`config.mk`:
```
export PLATFORM = sky130hd
export DESIGN_NAME = sp1_ope_arb
export DESIGN_NICKNAME = d
export VERILOG_FILES = /design/src/rtl/sp1_ope_arb.sv
export SDC_FILE = /design/constraint.sdc
export NUM_CORES = 1
export LEC_CHECK = 0
export ABC_CLOCK_PERIOD_IN_PS = 2260
export CORE_MARGIN = 2
export CORE_UTILIZATION = 40
export DETAILED_ROUTE_END_ITERATION = 12
export PLACE_DENSITY = 0.72
export SETUP_SLACK_MARGIN = 0.2
export SYNTH_ARGS = -nofsm -noshare
export SYNTH_HDL_FRONTEND = slang
export SYNTH_SLANG_ARGS = --single-unit
```
`constraint.sdc`:
```
create_clock -name clk -period 2.26 [get_ports clk]
set_clock_uncertainty 0.2 [all_clocks]
set_input_delay 0.339 -clock clk [delete_from_list [all_inputs] [get_ports clk]]
set_output_delay 0.339 -clock clk [all_outputs]
set_load 0.05 [all_outputs]
```
`src/rtl/sp1_ope_arb.sv`:
```
// Arbitrated front end for the shared add/incr/decr datapath: grant, latch, execute, ack.
// Define SP1_OPE_ARB_RR_EN for round-robin arbitration; otherwise requester 0 has fixed highest priority.
module sp1_ope_arb #(
    parameter int unsigned DW   = 8,
    parameter int unsigned NREQ = 4,
    parameter int unsigned IW   = 2
) (
    input  logic                 clk,
    input  logic                 rst,
    input  logic [NREQ-1:0]      req,
    input  logic [2*NREQ-1:0]    op,
    input  logic [DW*NREQ-1:0]   a,
    input  logic [DW*NREQ-1:0]   b,
    output logic [NREQ-1:0]      ack,
    output logic [DW-1:0]        y,
    output logic                 c,
    output logic                 busy,
    output logic [IW-1:0]        gnt_id
);

    localparam int unsigned OPW = 2;

    localparam logic [OPW-1:0] OP_ADD  = 2'b00;
    localparam logic [OPW-1:0] OP_INCR = 2'b01;
    localparam logic [OPW-1:0] OP_DECR = 2'b10;

    typedef enum logic [1:0] {IDLE, LAT, EXE, ACK} state_t;

    state_t             state, state_d;
    logic [OPW-1:0]     op_l;
    logic [DW-1:0]      a_l, b_l;
    logic               win_found;
    logic [IW-1:0]      win_id, cand;
    logic [OPW-1:0]     win_op;
    logic [DW-1:0]      win_a, win_b;
    logic [DW:0]        add_r, inc_r, dec_r;
    logic [DW-1:0]      res_y;
    logic               res_c;

`ifdef SP1_OPE_ARB_RR_EN
    logic [IW-1:0]      ptr;
`endif

    // Winner search: first requester at or after the start point
    always_comb begin
        win_found = 1'b0;
        win_id    = '0;
        cand      = '0;
        for (int unsigned i = 0; i < NREQ; i++) begin
`ifdef SP1_OPE_ARB_RR_EN
            cand = IW'((32'(ptr) + i) % NREQ);
`else
            cand = IW'(i);
`endif
            if (!win_found && req[cand]) begin
                win_found = 1'b1;
                win_id    = cand;
            end
        end
    end

    // Route the winner's opcode and operands to the latch
    always_comb begin
        win_op = '0;
        win_a  = '0;
        win_b  = '0;
        for (int unsigned j = 0; j < NREQ; j++) begin
            if (win_id == IW'(j)) begin
                win_op = op[OPW*j +: OPW];
                win_a  = a[DW*j +: DW];
                win_b  = b[DW*j +: DW];
            end
        end
    end

    // Shared ope units fed from the latched operands
    assign add_r = {1'b0, a_l} + {1'b0, b_l};
    assign inc_r = {1'b0, a_l} + (DW+1)'(1);
    assign dec_r = {1'b0, a_l} - (DW+1)'(1);

    always_comb begin
        res_y = a_l;
        res_c = 1'b0;
        case (op_l)
            OP_ADD:  begin res_y = add_r[DW-1:0]; res_c = add_r[DW]; end
            OP_INCR: begin res_y = inc_r[DW-1:0]; res_c = inc_r[DW]; end
            OP_DECR: begin res_y = dec_r[DW-1:0]; res_c = dec_r[DW]; end
            default: begin res_y = a_l;           res_c = 1'b0;      end
        endcase
    end

    always_comb begin
        state_d = state;
        case (state)
            IDLE:    if (win_found) state_d = LAT;
            LAT:     state_d = EXE;
            EXE:     state_d = ACK;
            ACK:     state_d = IDLE;
            default: state_d = IDLE;
        endcase
    end

    always_ff @(posedge clk) begin
        if (rst) state <= IDLE;
        else     state <= state_d;
    end

    always_ff @(posedge clk) begin
        if (rst) begin
            ack    <= '0;
            y      <= '0;
            c      <= 1'b0;
            busy   <= 1'b0;
            gnt_id <= '0;
            op_l   <= '0;
            a_l    <= '0;
            b_l    <= '0;
        end else begin
            ack  <= '0;
            busy <= (state_d == LAT) || (state_d == EXE);
            if (state == IDLE && win_found) begin
                gnt_id <= win_id;
                op_l   <= win_op;
                a_l    <= win_a;
                b_l    <= win_b;
            end
            if (state == EXE) begin
                y   <= res_y;
                c   <= res_c;
                ack <= NREQ'(1) << gnt_id;
            end
        end
    end

`ifdef SP1_OPE_ARB_RR_EN
    always_ff @(posedge clk) begin
        if (rst)                           ptr <= '0;
        else if (state == IDLE && win_found) ptr <= IW'((32'(win_id) + 1) % NREQ);
    end
`endif

endmodule
```
=== After elaboration in Yosys (flattened, before gate mapping) ===
Index checks and enable logic that the tools add are counted.

* Bits in registers: 36
* Output and inout bits: 16

* $add $sub $neg: 3
* Equal/unequal tests: 10
* Shifts and indexed selects: 1
* Muxes and demuxes: 23
* Bitwise logic cells: 1
* Reduce and logical (&&, ||, !) cells: 12

{| class="wikitable"
|+ Operators by type and width
! cell !! number
|-
| two-way mux 8 bit || 8
|-
| case mux 8 bit (3 select lines) || 1
|-
| two-way mux 2 bit || 7
|-
| == test 2 bit (second input constant) || 6
|-
| adder 8 x 1 -> 9 bit (second input constant) || 1
|-
| adder 8 x 8 -> 9 bit || 1
|-
| subtractor 8 x 1 -> 9 bit (second input constant) || 1
|-
| == test 2 x 1 -> 1 bit (second input constant) || 4
|-
| case mux 2 bit (4 select lines) || 1
|-
| zero test 2 bit || 3
|-
| two-way mux 1 bit || 5
|-
| logical AND 1 bit || 4
|-
| left shift 1 x 2 -> 4 bit (first input constant) || 1
|-
| zero test 1 bit || 3
|-
| case mux 1 bit (3 select lines) || 1
|-
| OR reduction 2 bit || 1
|-
| logical OR 1 bit || 1
|-
| inverter 1 bit || 1
|}

=== Depth between registers and ports, before layout ===
Gate-level depths: netlist (run 1).

* Depth after elaboration: 15
* Depth in mapped cells: 8
* Gate-level depth less buffers: 8

=== Worst setup path before layout (run 1) ===
No wires, ideal clock.

* Kind: register to register
* Start point: register a_l[1]
* End point: register c
* Setup time: 0.091 ns
* Arrival time: 1.931 ns
* Data required time: 1.969 ns
* Slack: 0.038 ns
* Stages on the path, launching flop included: 9
* Path buffers: 1
* Period minus slack after synthesis: 2.222 ns
* Cells stage by stage: dfxtp_1 > clkbuf_1 > inv_1 > fa_1 > nor2b_1 > o21bai_1 > a211oi_1 > o21ai_0 > a311oi_1

* Longest elaborated chain between the ends: 2
* Elaborated cells between the ends (all ways): 4
* Classes of those cells: add/sub: 3; mux: 1

{| class="wikitable"
|+ RTL lines
! what !! line !! text
|-
| from (decl) || 31 || <nowiki>logic [DW-1:0] a_l, b_l;</nowiki>
|-
| from (signal assigned) || 124 || <nowiki>a_l <= win_a;</nowiki>
|-
| subtractor 8 x 1 -> 9 bit, or another cell as far along || 79 || <nowiki>assign dec_r = {1'b0, a_l} - (DW+1)'(1);</nowiki>
|-
| case mux 1 bit (3 select lines) (*) || 84 || <nowiki>case (op_l)</nowiki>
|-
| to (signal assigned) || 129 || <nowiki>c <= res_c;</nowiki>
|-
| to (decl) || 16 || <nowiki>output logic c,</nowiki>
|}

Mark *: on every way between the ends. The rest lies on a longest branch, timed or not.
A chain may end at the register's enable or synchronous reset.

=== Worst setup path after layout (run 1) ===
* Start point: register b_l[0]
* End point: register y[6]

* Longest elaborated chain between the ends: 2

{| class="wikitable"
|+ RTL lines
! what !! line !! text
|-
| from (decl) || 31 ||
|-
| from (signal assigned) || 125 || <nowiki>b_l <= win_b;</nowiki>
|-
| adder 8 x 8 -> 9 bit || 77 || <nowiki>assign add_r = {1'b0, a_l} + {1'b0, b_l};</nowiki>
|-
| case mux 8 bit (3 select lines) || 84 ||
|-
| to (signal assigned) || 128 || <nowiki>y <= res_y;</nowiki>
|-
| to (decl) || 15 || <nowiki>output logic [DW-1:0] y,</nowiki>
|}

Every way passes these cells.

==> reports/qor.yml, run 1 <==
pwr:
  total_power_w: 0.003891
  ir_drop_v: 0.0006488
  p_leak_nw: 1.525
  p_per_area_nw_per_um2: 1016
timing:
  final-hold-violation-count: 0
  tightest_slew_ps: 524.3
  rsz0062_at_grt: "true"
  max-slew-margin-rel_pct: 64.93
  max_freq_mhz: 496.9
  setup_viol: 0
  finalCriticalPeriod_ps: 2012
  hold_slack_ps: 268.9
  period_share_pct: 89.04
  slew_viol_final: 0
yosys:
  yosys.area.top_type: "dfxtp_1"
  synthTopCellsByCount: "a21oi_1, dfxtp_1, inv_1, nand2_1, nor2_1"
  synth.most_common_cell: "a21oi_1"
  synth_adder_area_share_pct: 6.713
  postSynthAreaPerCell_um2: 7.824
  synth.distinct_cells: 50
  synth_ff_type: "dfxtp_1"
  syn_inst: 324
  seq_area_frac_synth_pct: 28.43
  synth_mux_area_share_pct: 1.234
  ys_top_cells_by_area: "dfxtp_1, a21oi_1, ha_1"
  synth_top_family_by_area: "compound AO/OA/AOI/OAI gates"
  syn-cell-area_um2: 2535
  synthesis.nets: 415
  ys_warn_count: 0
  ys_ff_latch: 36
  synth_compound_area_share_pct: 36.87
  synth_xor_area_share_pct: 1.382
  async_flop_share_pct: 0
  synth_top_cell_area_share_pct: 28.43
  synth-edff-count: 0
  synthSimpleGateAreaFrac_pct: 17.92
critical_path:
  critPathLaunchType: "flop"
  startpoint: "b_l[0]"
  critPathMaxStageDelay_ps: 390
  cp_max_fo: 3
  r2r_start: "b_l[0]"
  critPathSlowestCell: "fa_2"
  crit_type: "reg2reg"
  path_cells: "ha_4 > inv_2 > fa_2 > nor2b_4 > o21bai_2 > a21o_1 > a41oi_1 > o32ai_1"
  end_kind: "flop"
  worstPathRequired_ps: 2220
  cp.arrival_ps: 1970
cells_and_area:
  utilization_pct: 61.39
  fin_area_um2: 3831
  nets: 515
  final_layout_size_suffix_gt1_share_pct: 11.29
  area_growth_pct: 51.14
  antennaDiodeCount: 0
min_path:
  min_from: "gnt_id[1]"
  hp-class: "reg2reg"
clocking:
  root_buffer: "clkbuf_8"
  cts_buffer_depth: 2
  clock-sinks: 36
  cts_buffers: 5
  worstSkewPairLatency_ps: 290
  clk_pin_slew_ps: 70
  htree_levels: 2
  tritoncts: "built"
  ctsHoldBuffers: 0
die:
  io_pins: 94
  rows: 29
  start_util_pct: 40.62
  die-area_um2: 6990
  fp.dieW_um: 83.61
  core_area_um2: 6241
  die_y_um: 83.61
global_route:
  grt_max_degree: 21
  grt.overflow.total: 0
  grtUsageTotal_pct: 21.33
  grt_antenna_before_repair: 0
  grt_pass1_vias: 2661
  grt_pass1_wl_mm: 12.23
routing:
  first_iter_violations: 337
  via_per_inst: 5.665
  wl_mm: 7.832
  vias: 2844
  ant_nets: 0
  avgRoutedWirePerCell_um: 15.60
  dr.pass1.iters: 5
  drc: 0
placed_design:
  io_buffers: 93
  dpl_cell_area_um2: 3640
  hpwl_mm: 6.132
  gp_congestion: 0.9153
outcome:
  status: "finished, final reports clean"
flow_run:
  cap_violations: 0
==> flip-flops by register name, summed over array words and instances, names as in the netlist <==
| register | count |
|---|---|
| a_l | 8 |
| b_l | 8 |
| y | 8 |
| ack | 4 |
| gnt_id | 2 |
| op_l | 2 |
| state | 2 |
| busy | 1 |
| c | 1 |
==> worst max-delay path: cells and delay by family (launching register included) <==
kind	cells	cell delay [ps]
simple gates	1	160
fa+ha+maj	2	530
flops	1	360
buf+inv	1	40
compound gates	4	610
==> power by group <==
part	switching (W)	total [W]	internal, W
logic	0.00137	0.00238	0.00101
clock network	0.000237	0.000486	0.000249
registers	0.000183	0.00103	0.000842
==> placed cells by master, fill, tap and decap left out, types with 3 or more instances in the layout <==
master	Yosys	routed
a211o_1	11	11
a211oi_1	11	11
a21o_1	4	4
a21oi_1	41	39
a221oi_1	6	5
a222oi_1	8	8
a22o_1	10	10
a311oi_1	4	3
a31oi_1	4	4
buf_4	0	23
clkbuf_8	0	6
clkdlybuf4s50_1	0	90
dfxtp_1	36	34
dlymetal6s2s_1	0	3
ha_1	12	9
ha_4	0	3
inv_1	24	23
nand2_1	24	24
nand3_1	7	7
nor2_1	20	20
nor2b_1	8	7
nor3_1	15	15
o211ai_1	10	10
o21ai_0	5	4
or3_1	3	3
xnor2_1	3	3
==> kinds of logic after synthesis <==
| logic type | after synthesis |
|---|---|
| multiplexers | 3 |
| flip-flops | 36 |
| buffers and inverters | 48 |
| adder cells (fa/ha/maj) | 13 |
| AO/OA/AOI/OAI | 130 |
| AND/OR/NAND/NOR | 90 |
| XOR/XNOR | 4 |
==> timing repair <==
item | 4_1_cts | 5_1_grt
gates resized for setup | 2 | 20
pin swaps | 0 | 6
buffers inserted | 1 | 1
setup endpoints to repair | 2 | 15
==> cell type report <==
class                           instances  area [um^2]
Clock buffer                            8        90.09
Fill cell                             584         2410
Inverter                               24        90.09
Multi-Input combinational cell        240         1709
Sequential cell                        36        723.2
Tap cell                               77        96.34
Timing Repair Buffer                  117         1122
==> per-stage QoR <==
stage	instances	setup TNS, ps	setup WS (ps)
after global routing	502	0	170.3
after CTS	501	0	200.8
final	502	0	247.7
after detailed placement	492	-36.00	-21.57
after floorplan	324	0	201.0
after global placement	492	0	16.53
==> final timing paths <==
| check | to | slack [ps] | depth (start not counted) |
|---|---|---|---|
| setup / recovery | y[6] | 250 | 8 |
| hold / removal | ack[0] | 270 | 1 |
| setup reg to reg | y[6] | 250 | 8 |
| hold reg to reg | ack[0] | 270 | 1 |
==> layer usage <==
layer  track usage [%]  vias to the layer above  routed length [um]
met5                 0                        -                   0
met4             7.331                        0                 121
met3             6.330                       13                 494
met2             35.49                      100                3627
met1             26.23                     1298                3588
li1                  -                     1433                   -
No activity file was read; power rests on OpenSTA's default activity.
==> run 2, diff against run 1 <==
- ABC_AREA: not set -> 1
- CTS_CLUSTER_DIAMETER: not set -> 120
- GPL_ROUTABILITY_DRIVEN: not set -> 0
- PLACE_DENSITY: 0.72 -> 0.71
==> run 2 against run 1 <==
Compared with the run above:
- die area rose by 4.2%
- clock power is 6.4% lower
- routed wire length grew 6.5%
- cell count grew 21%
- global-route usage rose by 2.0 points
- sequential power about the same
- highest routed layer unchanged
- critical endpoint is now y[1]
- synthesized cell count is 34% higher
- worst setup slack better by 31 ps
- combinational power hardly changed
- first-iteration DRC count decreased by 40%
- total power down 1.2%
==> reports/qor.yml, run 2 <==
critical_path:
  critPathLaunchType: "flop"
  cp_max_fo: 2  # -1
  path_delay_family: "buffers and inverters"
  critPathSlowestCell: "clkdlybuf4s50_1"
  worstPathRequired_ps: 1720  # -500 ps
  path_cells: "clkdlybuf4s50_1"
  crit_buf_inv: 1  # unchanged
  cp.arrival_ps: 1440  # -530 ps
  end_kind: "output pin"
  critPathMaxStageDelay_ps: 810  # +420 ps
  crit_type: "reg2out"
yosys:
  syn-cell-area_um2: 2646  # +4.4%
  async_flop_share_pct: 0  # unchanged
  synth.distinct_cells: 35  # -30%
  syn_inst: 434  # +34%
  postSynthAreaPerCell_um2: 6.097  # -22%
  seq_area_frac_synth_pct: 27.23  # -1.2 points
  ys_top_cells_by_area: "dfxtp_1, nand2_1, nor2_1"
  synth_ff_type: "dfxtp_1"
  synthTopCellsByCount: "nand2_1, nor2_1, inv_1, dfxtp_1, a21oi_1"
  yosys.area.top_type: "dfxtp_1"
  ys_warn_count: 0  # unchanged
  synth-edff-count: 0  # unchanged
  synth_top_cell_area_share_pct: 27.23  # -1.2 points
  ys_ff_latch: 36  # unchanged
  synthesis.nets: 525  # +27%
  synth.most_common_cell: "nand2_1"
cells_and_area:
  final_common_cell: "nand2_1"
  fin_area_um2: 3780  # -1.3%
  fillers: 633  # +8.4%
  layout_common_cells: "nand2_1, clkdlybuf4s50_1, nor2_1"
  final_layout_size_suffix_gt1_share_pct: 7.707  # -3.6 points
  top_regs: "a_l (8), b_l (8), y (8)"
  nets: 622  # +21%
  antennaDiodeCount: 0  # unchanged
  area_growth_pct: 42.84
  fin_cells: 609  # +21%
timing:
  final-hold-violation-count: 0  # unchanged
  hold_slack_ps: 263.2  # -5.630 ps
  finalCriticalPeriod_ps: 1981  # -31.50 ps
  setup_viol: 0  # unchanged
  max-slew-margin-rel_pct: 65.08  # +0.14 points
  rsz0062_at_grt: "false"
  period_share_pct: 87.65  # -1.4 points
  tightest_slew_ps: 522.2  # -2.120 ps
  max_freq_mhz: 504.8  # +1.6%
  slew_viol_final: 0  # unchanged
  fin_tns_setup_ps: 0  # unchanged
routing:
  via_per_inst: 5.212  # -8.0%
  dr.pass1.iters: 6  # +1
  first_iter_violations: 202  # -40%
  avgRoutedWirePerCell_um: 13.70  # -12%
  wl_mm: 8.343  # +6.5%
  ant_nets: 0  # unchanged
  vias: 3174  # +12%
  drc: 0  # unchanged
global_route:
  grtUsageTotal_pct: 23.34  # +2.0 points
  grt_pass1_vias: 2965  # +11%
  grt_pass1_wl_mm: 13.74  # +12%
  grt_max_degree: 21  # unchanged
  grt_antenna_before_repair: 0  # unchanged
  grt.overflow.total: 0  # unchanged
pwr:
  p_per_area_nw_per_um2: 1017  # +0.15%
  p_leak_nw: 1.677  # +10%
  total_power_w: 0.003845  # -1.2%
  ir_drop_v: 0.0007075  # +9.0%
placed_design:
  hpwl_mm: 6.741  # +9.9%
  dpl_cell_area_um2: 3672  # +0.89%
  dp.cells: 601  # +22%
  io_buffers: 93  # unchanged
clocking:
  tritoncts: "built"
  cts_buffer_depth: 2  # unchanged
  clock-sinks: 36  # unchanged
  htree_levels: 2  # unchanged
  cts_buffers: 5  # unchanged
  clk_pin_slew_ps: 70  # about the same
  worstSkewPairLatency_ps: 290  # about the same
  ctsHoldBuffers: 0  # unchanged
  root_buffer: "clkbuf_8"
die:
  fp.dieW_um: 85.34  # +2.1%
  rows: 29  # unchanged
  die-area_um2: 7282  # +4.2%
  io_pins: 94  # unchanged
  core_area_um2: 6386  # +2.3%
  start_util_pct: 41.44  # +0.82 points
  die_y_um: 85.34  # +2.1%
flow_run:
  cap_violations: 0  # unchanged
min_path:
  hp-class: "reg2reg"
outcome:
  status: "finished, final reports clean"
## run 2: cell count changes in the layout (fill, tap and decap cells not counted), sizes merged, moves of 11 or more
cell and change:
nand2 +132, nor2 +33, inv +21, o21ai +21
nand4 +15, nand3 +14, buf -13, nor3 -13
a211o -11
## run 2: through the flow
step	util [%]	setup slack (ps)
2_1_floorplan	-	428.2
3_3_place_gp	57.50	193.5
3_5_place_dp	57.50	160.6
4_1_cts	58.88	218.0
5_1_grt	59.19	202.8
6_report	59.19	279.2
## run 2: repair_timing
item / CTS / global route
setup buffers: 0 / 0
endpoints found under the hold margin: 0 / 0
resized for setup: 0 / 7
endpoints found under the setup margin: 0 / 6
## run 2: layout make-up
class | count | area [um^2] | share of cell area, %
multi-input cells | 339 | 1670 | 44.19
well taps | 77 | 96.34 | 2.549
repair buffers | 104 | 1031 | 27.28
inverters | 45 | 171.4 | 4.535
clock inverters | 3 | 18.77 | 0.4965
clock buffers | 5 | 68.82 | 1.821
flip-flops and latches | 36 | 723.2 | 19.13
## run 2: path summary, 6_finish.rpt
check,start,to,slack [ps],cells past startpoint
worst max-delay path,y[1],y[1],280,1
worst min-delay path,y[6],y[6],260,2
worst max register to register,b_l[0],c,330,12
worst min register to register,y[6],y[6],260,2
## run 2: report_power, final
| group | total, W | internal (W) | switching [W] |
|---|---|---|---|
| sequential | 0.00104 | 0.000839 | 0.000196 |
| combinational | 0.00235 | 0.000880 | 0.00147 |
| clock | 0.000455 | 0.000215 | 0.000240 |
| total | 0.00385 | 0.00193 | 0.00191 |
## run 2: per-layer routing
metal  vias to the layer above  track usage [%]  part of all wire [%]
met4                         0            5.051                   1.0
met5                         -                0                     0
met3                         9            5.156                   7.0
met1                      1422            30.87                    46
met2                       125            38.99                    46
li1                       1618                -                     -
## run 2: logic make-up (layout without fill, tap and decap cells)
| kind of cell | count (synthesis) | in the layout | synth area share [%] |
|---|---|---|---|
| AOI/OAI and AO/OA | 75 | 75 | 16.12 |
| adders and majority gates | 13 | 13 | 6.430 |
| buffers and inverters | 59 | 157 | 10.12 |
| DFF | 36 | 36 | 27.23 |
| and+or+nand+nor | 251 | 251 | 40.09 |
